### config.mk
export PLATFORM = sky130hd
export DESIGN_NAME = button_conditioner
export DESIGN_NICKNAME = d
export VERILOG_FILES = /design/src/rtl/button_pkg.sv /design/src/rtl/btn_sync.sv /design/src/rtl/button_conditioner.sv
export SDC_FILE = /design/constraint.sdc
export NUM_CORES = 1
export LEC_CHECK = 0
export CAP_MARGIN = 0
export CORE_ASPECT_RATIO = 0.7
export CORE_MARGIN = 2
export CORE_UTILIZATION = 50
export CTS_BUF_LIST = sky130_fd_sc_hd__clkbuf_16
export CTS_CLUSTER_SIZE = 30
export DETAILED_ROUTE_END_ITERATION = 10
export PLACE_DENSITY = 0.69
export SLEW_MARGIN = 0
export SYNTH_ARGS = -nofsm -noshare
export SYNTH_HDL_FRONTEND = slang
export SYNTH_SLANG_ARGS = --single-unit
### constraint.sdc
create_clock -name clk -period 4.87 [get_ports clk]
set_input_delay 0.487 -clock clk [delete_from_list [all_inputs] [get_ports clk]]
set_output_delay 0.487 -clock clk [all_outputs]
set_load 0.05 [all_outputs]
### src/rtl/button_pkg.sv
// Shared types and 100 MHz timing defaults for the push-button conditioner.
package button_pkg;

  typedef enum logic [1:0] {
    RELEASED    = 2'd0,
    PRESS_CHK   = 2'd1,
    PRESSED     = 2'd2,
    RELEASE_CHK = 2'd3
  } btn_state_t;

  localparam int unsigned BTN_SYNC_STAGES   = 2;
  localparam int unsigned BTN_DEBOUNCE_10MS = 1_000_000;
  localparam int unsigned BTN_LONG_2S       = 200_000_000;

endpackage

### src/rtl/btn_sync.sv
// Multi-flop synchroniser bringing the asynchronous button pin into clk.
module btn_sync
  import button_pkg::*;
#(
  parameter int unsigned SYNC_STAGES = BTN_SYNC_STAGES
) (
  input  logic clk,
  input  logic ck_rst,
  input  logic d,
  output logic q
);

  logic [SYNC_STAGES-1:0] chain;

  always_ff @(posedge clk or negedge ck_rst) begin
    if (!ck_rst) begin
      chain <= '0;
    end else begin
      chain <= {chain[SYNC_STAGES-2:0], d};
    end
  end

  assign q = chain[SYNC_STAGES-1];

endmodule

### src/rtl/button_conditioner.sv
// Push-button synchroniser, debouncer and press/ack handshake for the reaction timer.
// Optional long-press detection: define BUTTON_CONDITIONER_LONGPRESS_EN.
module button_conditioner
  import button_pkg::*;
#(
  parameter int unsigned SYNC_STAGES     = BTN_SYNC_STAGES,
  parameter int unsigned DEBOUNCE_CYCLES = BTN_DEBOUNCE_10MS,
  parameter int unsigned LONG_CYCLES     = BTN_LONG_2S
) (
  input  logic clk,
  input  logic ck_rst,
  input  logic btn_raw,
  output logic btn_level,
  output logic press_valid,
  input  logic press_ack,
  output logic release_pulse,
  output logic overrun,
  output logic long_pulse
);

  localparam int unsigned CNT_W = $clog2(DEBOUNCE_CYCLES + 1);

  btn_state_t       state, state_n;
  logic [CNT_W-1:0] cnt, cnt_n;
  logic             s;
  logic             press_evt;
  logic             release_evt;

  btn_sync #(.SYNC_STAGES(SYNC_STAGES)) u_sync (
    .clk    (clk),
    .ck_rst (ck_rst),
    .d      (btn_raw),
    .q      (s)
  );

  always_ff @(posedge clk or negedge ck_rst) begin
    if (!ck_rst) begin
      state <= RELEASED;
      cnt   <= '0;
    end else begin
      state <= state_n;
      cnt   <= cnt_n;
    end
  end

  always_comb begin
    state_n     = state;
    cnt_n       = cnt;
    press_evt   = 1'b0;
    release_evt = 1'b0;
    case (state)
      RELEASED: begin
        if (s) begin
          state_n = PRESS_CHK;
          cnt_n   = CNT_W'(1);
        end
      end
      PRESS_CHK: begin
        if (!s) begin
          state_n = RELEASED;
          cnt_n   = '0;
        end else if (cnt == CNT_W'(DEBOUNCE_CYCLES)) begin
          state_n   = PRESSED;
          cnt_n     = '0;
          press_evt = 1'b1;
        end else if (cnt != '1) begin
          cnt_n = cnt + CNT_W'(1);
        end
      end
      PRESSED: begin
        if (!s) begin
          state_n = RELEASE_CHK;
          cnt_n   = CNT_W'(1);
        end
      end
      RELEASE_CHK: begin
        if (s) begin
          state_n = PRESSED;
          cnt_n   = '0;
        end else if (cnt == CNT_W'(DEBOUNCE_CYCLES)) begin
          state_n     = RELEASED;
          cnt_n       = '0;
          release_evt = 1'b1;
        end else if (cnt != '1) begin
          cnt_n = cnt + CNT_W'(1);
        end
      end
      default: begin
        state_n = RELEASED;
        cnt_n   = '0;
      end
    endcase
  end

  // Outputs are decoded from the next state so they land on the same edge as the transition.
  always_ff @(posedge clk or negedge ck_rst) begin
    if (!ck_rst) begin
      btn_level     <= 1'b0;
      release_pulse <= 1'b0;
      press_valid   <= 1'b0;
      overrun       <= 1'b0;
    end else begin
      btn_level     <= (state_n == PRESSED) || (state_n == RELEASE_CHK);
      release_pulse <= release_evt;
      if (press_evt) begin
        press_valid <= 1'b1;
        if (press_valid && !press_ack) begin
          overrun <= 1'b1;
        end
      end else if (press_ack) begin
        press_valid <= 1'b0;
      end
    end
  end

`ifdef BUTTON_CONDITIONER_LONGPRESS_EN
  localparam int unsigned LC_W = $clog2(LONG_CYCLES + 1);

  logic [LC_W-1:0] long_cnt;
  logic            held;

  assign held = (state == PRESSED) || (state == RELEASE_CHK);

  // Saturating at LONG_CYCLES is what limits the pulse to once per press.
  always_ff @(posedge clk or negedge ck_rst) begin
    if (!ck_rst) begin
      long_cnt   <= '0;
      long_pulse <= 1'b0;
    end else begin
      long_pulse <= 1'b0;
      if (press_evt) begin
        long_cnt <= '0;
      end else if (held && (long_cnt != LC_W'(LONG_CYCLES))) begin
        long_cnt   <= long_cnt + LC_W'(1);
        long_pulse <= (long_cnt == LC_W'(LONG_CYCLES - 1));
      end
    end
  end
`else
  // Constant zero; the comparison only keeps LONG_CYCLES referenced in this build.
  assign long_pulse = (LONG_CYCLES == 0) && 1'b0;
`endif

endmodule

==> results of run 1 <==
## kinds of logic (layout without fill, tap and decap cells)
family                   after synthesis  after routing
AO/OA/AOI/OAI                         59             59
XOR/XNOR                               1              1
adder cells (fa/ha/maj)                2              2
buffers and inverters                 15             19
flip-flops                            28             28
multiplexers                           2              2
other                                  1              1
AND/OR/NAND/NOR                       59             59
## metrics by stage
stage	setup slack [ns]	std cells	total power, mW	cell area (µm²)	hold WS (ns)
6_report	2.80	209	0.517	1780	0.355
5_1_grt	2.67	209	0.535	1780	0.363
4_1_cts	2.82	209	0.519	1780	0.360
3_5_place_dp	2.84	205	0.278	1680	0.344
3_3_place_gp	2.87	205	0.277	1680	0.340
2_1_floorplan	3.15	167	0.267	1610	0.191
## placed cells by master (no fill, tap or decap), types with 2 or more instances in the layout
cell	n
nand3_1	7
dfrtp_1	28
nand4_1	10
nand2_1	9
o21ai_0	13
a41oi_1	3
clkdlybuf4s50_1	7
a22o_1	4
ha_1	2
a31oi_1	8
a21oi_1	12
nor2_1	10
nor4_2	2
o21ba_2	2
a21o_1	4
nor3_1	3
clkbuf_16	3
and3_1	3
mux2_2	2
nor3b_1	2
nor4b_1	2
nand2b_1	2
o31a_1	2
inv_1	7
## sequential cells by signal, summed over array words and instances (netlist names)
| name | cells |
|---|---|
| btn_level | 1 |
| cnt | 20 |
| overrun | 1 |
| press_valid | 1 |
| release_pulse | 1 |
| state | 2 |
| u_sync.chain | 2 |
## path summary, 6_finish.rpt
path                                      startpoint                        end  slack, ns
max in group asynchronous                     ck_rst         cnt[7]$_DFFE_PN0P_       3.99
min reg2reg                u_sync.chain[0]$_DFF_PN0_  u_sync.chain[1]$_DFF_PN0_       0.35
max reg2reg                      cnt[12]$_DFFE_PN0P_        cnt[13]$_DFFE_PN0P_       2.80
min in group asynchronous                     ck_rst    press_valid$_DFFE_PN0P_       0.61
min                        u_sync.chain[0]$_DFF_PN0_  u_sync.chain[1]$_DFF_PN0_       0.35
max                              cnt[12]$_DFFE_PN0P_        cnt[13]$_DFFE_PN0P_       2.80
## layer usage
metal / global-route usage / wire length, µm / up-vias
li1: - / - / 643
met4: 0.0409 / 17 / 0
met3: 0.0473 / 340 / 2
met1: 0.335 / 1740 / 644
met2: 0.336 / 1620 / 53
met5: 0 / 0 / -
## where the power goes
part / total, mW / internal, mW / switching (mW)
registers: 0.241 / 0.236 / 0.00525
clock network: 0.243 / 0.164 / 0.0797
logic: 0.0328 / 0.0116 / 0.0213
## area by class of cell
cell class	instances	area [µm²]	area share
Multi-Input combinational cell	124	823	0.462
Sequential cell	28	701	0.394
Timing Repair Buffer	8	77.6	0.0436
Clock buffer	3	75.1	0.0422
Tap cell	38	47.5	0.0267
Clock inverter	1	30.0	0.0169
Inverter	7	26.3	0.0148
## worst max-delay path: stages, from the launching register on
cell	delay (ns)
dfrtp_1	0.44
nor4b_1	0.43
nand4_1	0.22
o21ba_2	0.43
o211a_1	0.18
a221o_1	0.25
==> impl_metrics.json, run 1 <==
{
  "yosysTopAreaCellShare": 0.436,
  "rsz0062_at_grt": "no",
  "cts_tree": "yes",
  "ios": 9,
  "row_count": 17,
  "synth_nets": 173,
  "fmax_mhz": 483,
  "postSynthAreaPerCell_um2": 9.62,
  "die_w_um": 71.8,
  "fin_crit_ns": 2.07,
  "cts_sinks": 28,
  "grt_max_degree": 30,
  "power_leakage_nw": 0.735,
  "grt_pass1_vias": 1300,
  "holdBufCountCts": 0,
  "skew_ns": 0.00327,
  "antenna_found_initial": 0,
  "status": "completed",
  "ys_top_cells_by_area": "dfrtp_1, o21ai_0, nand4_1",
  "clk_latency_ns": 0.26,
  "die_area_um2": 3690,
  "fin_util": 0.573,
  "ys_seq_area_frac": 0.436,
  "hold_viol": 0,
  "cp-end-kind": "flop",
  "critPathMaxFanout": 29,
  "async_flop_share": 1.00,
  "max_cap_viol_count": 0,
  "crit_required_ns": 5.02,
  "synth_edf_count": 0,
  "setup.worst_path.class": "reg -> reg",
  "yosys_most_used_dff": "dfrtp_1",
  "drc": 0,
  "fin_setup_tns_ns": 0,
  "maxSlewViolCount": 0,
  "area_growth_pct": 10.8,
  "postCtsResizedCells": 0,
  "yosysWarningCount": 0,
  "clk_pin_slew_ns": 0.07,
  "gp_congestion": 0.907,
  "drive_gt1_frac": 0.117,
  "holdPathStages": 0,
  "num_vias": 1342,
  "yosys.area_share.adder": 0.0156,
  "die_y_um": 51.4,
  "peakVddDrop_mv": 0.177,
  "root_buffer": "clkbuf_16",
  "dp_hpwl_mm": 2.57,
  "synthesis.instances": 167,
  "start_util": 0.517,
  "synth_xor_area_frac": 0.00545,
  "yosysTopAreaCell": "dfrtp_1",
  "post_drt_wl_per_cell_um": 17.8,
  "cts_buffers": 3,
  "ys_ff_latch": 28,
  "synth_commonest_cells": "dfrtp_1, o21ai_0, a21oi_1, nand4_1, nor2_1",
  "r2r_cells": 5,
  "cts.htree.levels": 1,
  "cp_data_arrival_time_ns": 2.22,
  "post-cts-setup-buffers": 0,
  "synthMuxAreaShare": 0.0140,
  "grt-ovfl-total": 0,
  "finalCritPeriodShare": 0.425,
  "antennaDiodeCount": 0,
  "ant_nets": 0,
  "synth-simple-area-share": 0.225,
  "grtUsageTotal": 0.224,
  "setup.worst_path.start_class": "flop",
  "fin_nets": 178,
  "p_per_area_nw_per_um2": 291,
  "worst_slew_pin_slew_ns": 0.609,
  "postRouteWirelength_mm": 3.72,
  "synth_compound_area_frac": 0.250,
  "max_slew_margin": 0.592,
  "drt_first_pass_iters": 4,
  "fillers": 271,
  "core_area_um2": 3110,
  "grt_pass1_wl_mm": 6.32,
  "synth.distinct_cells": 48,
  "drt_iter0_markers": 193,
  "synth_top_family_by_area": "compound AO/OA/AOI/OAI gates",
  "synth_most_common_cell": "dfrtp_1",
  "clockBufferDepth": 2,
  "hold_path.class": "reg -> reg",
  "setup_violations": 0,
  "synthesis.area_um2": 1610,
  "via_per_inst": 6.42,
  "io_buffer_count": 7
}
No activity file was read; power rests on OpenSTA's default activity.
==> run 2: changes to the inputs <==
Clock period 4.87 ns to 2.1 ns, I/O delays scaled along.
==> run 2 against run 1 <==
Compared with the run above: count of clock-buffer cells in the layout unchanged; die area did not move; sequential share of layout area is 0.17 points lower; final area up 0.42%; sequential power up 130%; via count up 5.3%; worst hold slack got worse by 0.022 ns; critical endpoint unchanged; largest power group is now registers; highest routed layer unchanged.
==> impl_metrics.json, run 2 (synthesis results as in run 1) <==
{
  "dp_slack_ns": 0.110,
  "largestRegisters": "cnt: 20 flops, state: 2 flops, u_sync.chain: 2 flops",
  "max_cap_viol_count": 0,
  "gp_congestion": 0.938,
  "via_per_inst": 6.70,
  "antenna_found_initial": 0,
  "p_sw_frac": 0.215,
  "cp_data_arrival_time_ns": 2.11,
  "largest_register": "cnt",
  "postRouteWirelength_mm": 3.65,
  "fillers": 267,
  "finalCritPeriodShare": 0.938,
  "critPathMaxFanout": 29,
  "setup_violations": 0,
  "fin_nets": 181,
  "cts.htree.levels": 1,
  "status": "completed",
  "maxSlewViolCount": 0,
  "holdBufCountCts": 0,
  "antennaDiodeCount": 0,
  "start_util": 0.517,
  "post_drt_wl_per_cell_um": 17.3,
  "postCtsResizedCells": 0,
  "crit_family": "compound AO/OA/AOI/OAI gates",
  "p_sw_mw": 0.226,
  "setup.worst_path.class": "reg -> reg",
  "drive_gt1_frac": 0.139,
  "layout_commonest_cell": "dfrtp_1",
  "fin_crit_ns": 1.97,
  "setup.worst_path.start_class": "flop",
  "cp_slowest_cell": "dfrtp_1",
  "core_area_um2": 3110,
  "largest_reg_flops": 20,
  "p_clk_frac": 0.396,
  "hold_path.class": "in -> async",
  "cts_tree": "yes",
  "grtUsageTotal": 0.214,
  "dp_hpwl_mm": 2.57,
  "hold_viol": 0,
  "peakVddDrop_mv": 0.481,
  "drt_first_pass_iters": 4,
  "whs_ns": 0.333,
  "die_area_um2": 3690,
  "power_leakage_nw": 0.741,
  "crit_required_ns": 2.24,
  "most-common-layout-cells": "dfrtp_1, o21ai_0, a21oi_1",
  "die_w_um": 71.8,
  "setup_slack_ns": 0.130,
  "row_count": 17,
  "seqPwrFrac": 0.531,
  "area_growth_pct": 11.3,
  "clk_latency_ns": 0.26,
  "grt_pass1_vias": 1225,
  "drt_iter0_markers": 89,
  "total_power_mw": 1.06,
  "power.internal_mw": 0.829,
  "post-cts-setup-buffers": 0,
  "grt_pass1_wl_mm": 5.92,
  "final_area_um2": 1790,
  "die_y_um": 51.4,
  "clk_pin_slew_ns": 0.06,
  "cp-end-kind": "flop",
  "worst_slew_pin_slew_ns": 0.571,
  "ant_nets": 0,
  "rsz0062_at_grt": "no",
  "ios": 9,
  "skew_ns": 0.00516,
  "grt_max_degree": 30,
  "cts_buffers": 3,
  "clockBufferDepth": 2,
  "drc": 0,
  "cts_sinks": 28,
  "max_slew_margin": 0.618,
  "grt-ovfl-total": 0,
  "path_cells": "nor4b_1 > nand3_1 > o21ba_4 > o211a_1 > a221o_1",
  "placed_area_um2": 1700,
  "fmax_mhz": 508,
  "root_buffer": "clkbuf_16",
  "slowest_delay_ns": 0.47,
  "fin_setup_tns_ns": 0,
  "io_buffer_count": 7,
  "p_per_area_nw_per_um2": 590,
  "crit_buf_inv": 0,
  "num_vias": 1413,
  "combPwrFrac": 0.074
}
-- run 2: worst paths after layout --
check / from / cells past startpoint / endpoint / slack, ns
max: cnt[4]$_DFFE_PN0P_ / 5 / cnt[13]$_DFFE_PN0P_ / 0.13
min: ck_rst / 2 / press_valid$_DFFE_PN0P_ / 0.33
max reg2reg: cnt[4]$_DFFE_PN0P_ / 5 / cnt[13]$_DFFE_PN0P_ / 0.13
min reg2reg: u_sync.chain[0]$_DFF_PN0_ / 0 / u_sync.chain[1]$_DFF_PN0_ / 0.36
max in group asynchronous: ck_rst / 2 / cnt[10]$_DFFE_PN0P_ / 1.50
min in group clk: u_sync.chain[0]$_DFF_PN0_ / 0 / u_sync.chain[1]$_DFF_PN0_ / 0.36
-- run 2: area by class of cell --
class / count / area, µm² / area share
Clock buffer: 3 / 75.1 / 0.0420
Inverter: 7 / 26.3 / 0.0147
Sequential cell: 28 / 701 / 0.392
Timing Repair Buffer: 11 / 100 / 0.0560
Multi-Input combinational cell: 124 / 838 / 0.469
Tap cell: 38 / 47.5 / 0.0266
-- run 2: power by group through the flow --
stage | clock network [mW] | logic [mW] | registers (mW)
2_1_floorplan | 0 | 0.0544 | 0.565
3_3_place_gp | 0 | 0.0744 | 0.569
3_5_place_dp | 0 | 0.0759 | 0.569
4_1_cts | 0.427 | 0.0764 | 0.559
5_1_grt | 0.451 | 0.0864 | 0.561
6_report | 0.418 | 0.0777 | 0.560
-- run 2: stage by stage --
| step | util | std cells |
|---|---|---|
| floorplan | - | 167 |
| global placement | 0.547 | 208 |
| detailed placement | 0.547 | 208 |
| CTS | 0.571 | 211 |
| global route | 0.576 | 211 |
| finish | 0.576 | 211 |
-- run 2: per-layer routing --
layer  part of all wire  vias up  GRT usage
met1               0.48      697      0.326
met4             0.0038        0     0.0440
met3              0.088        2     0.0611
met2               0.43       65      0.301
li1                   -      649          -
met5                  0        -          0
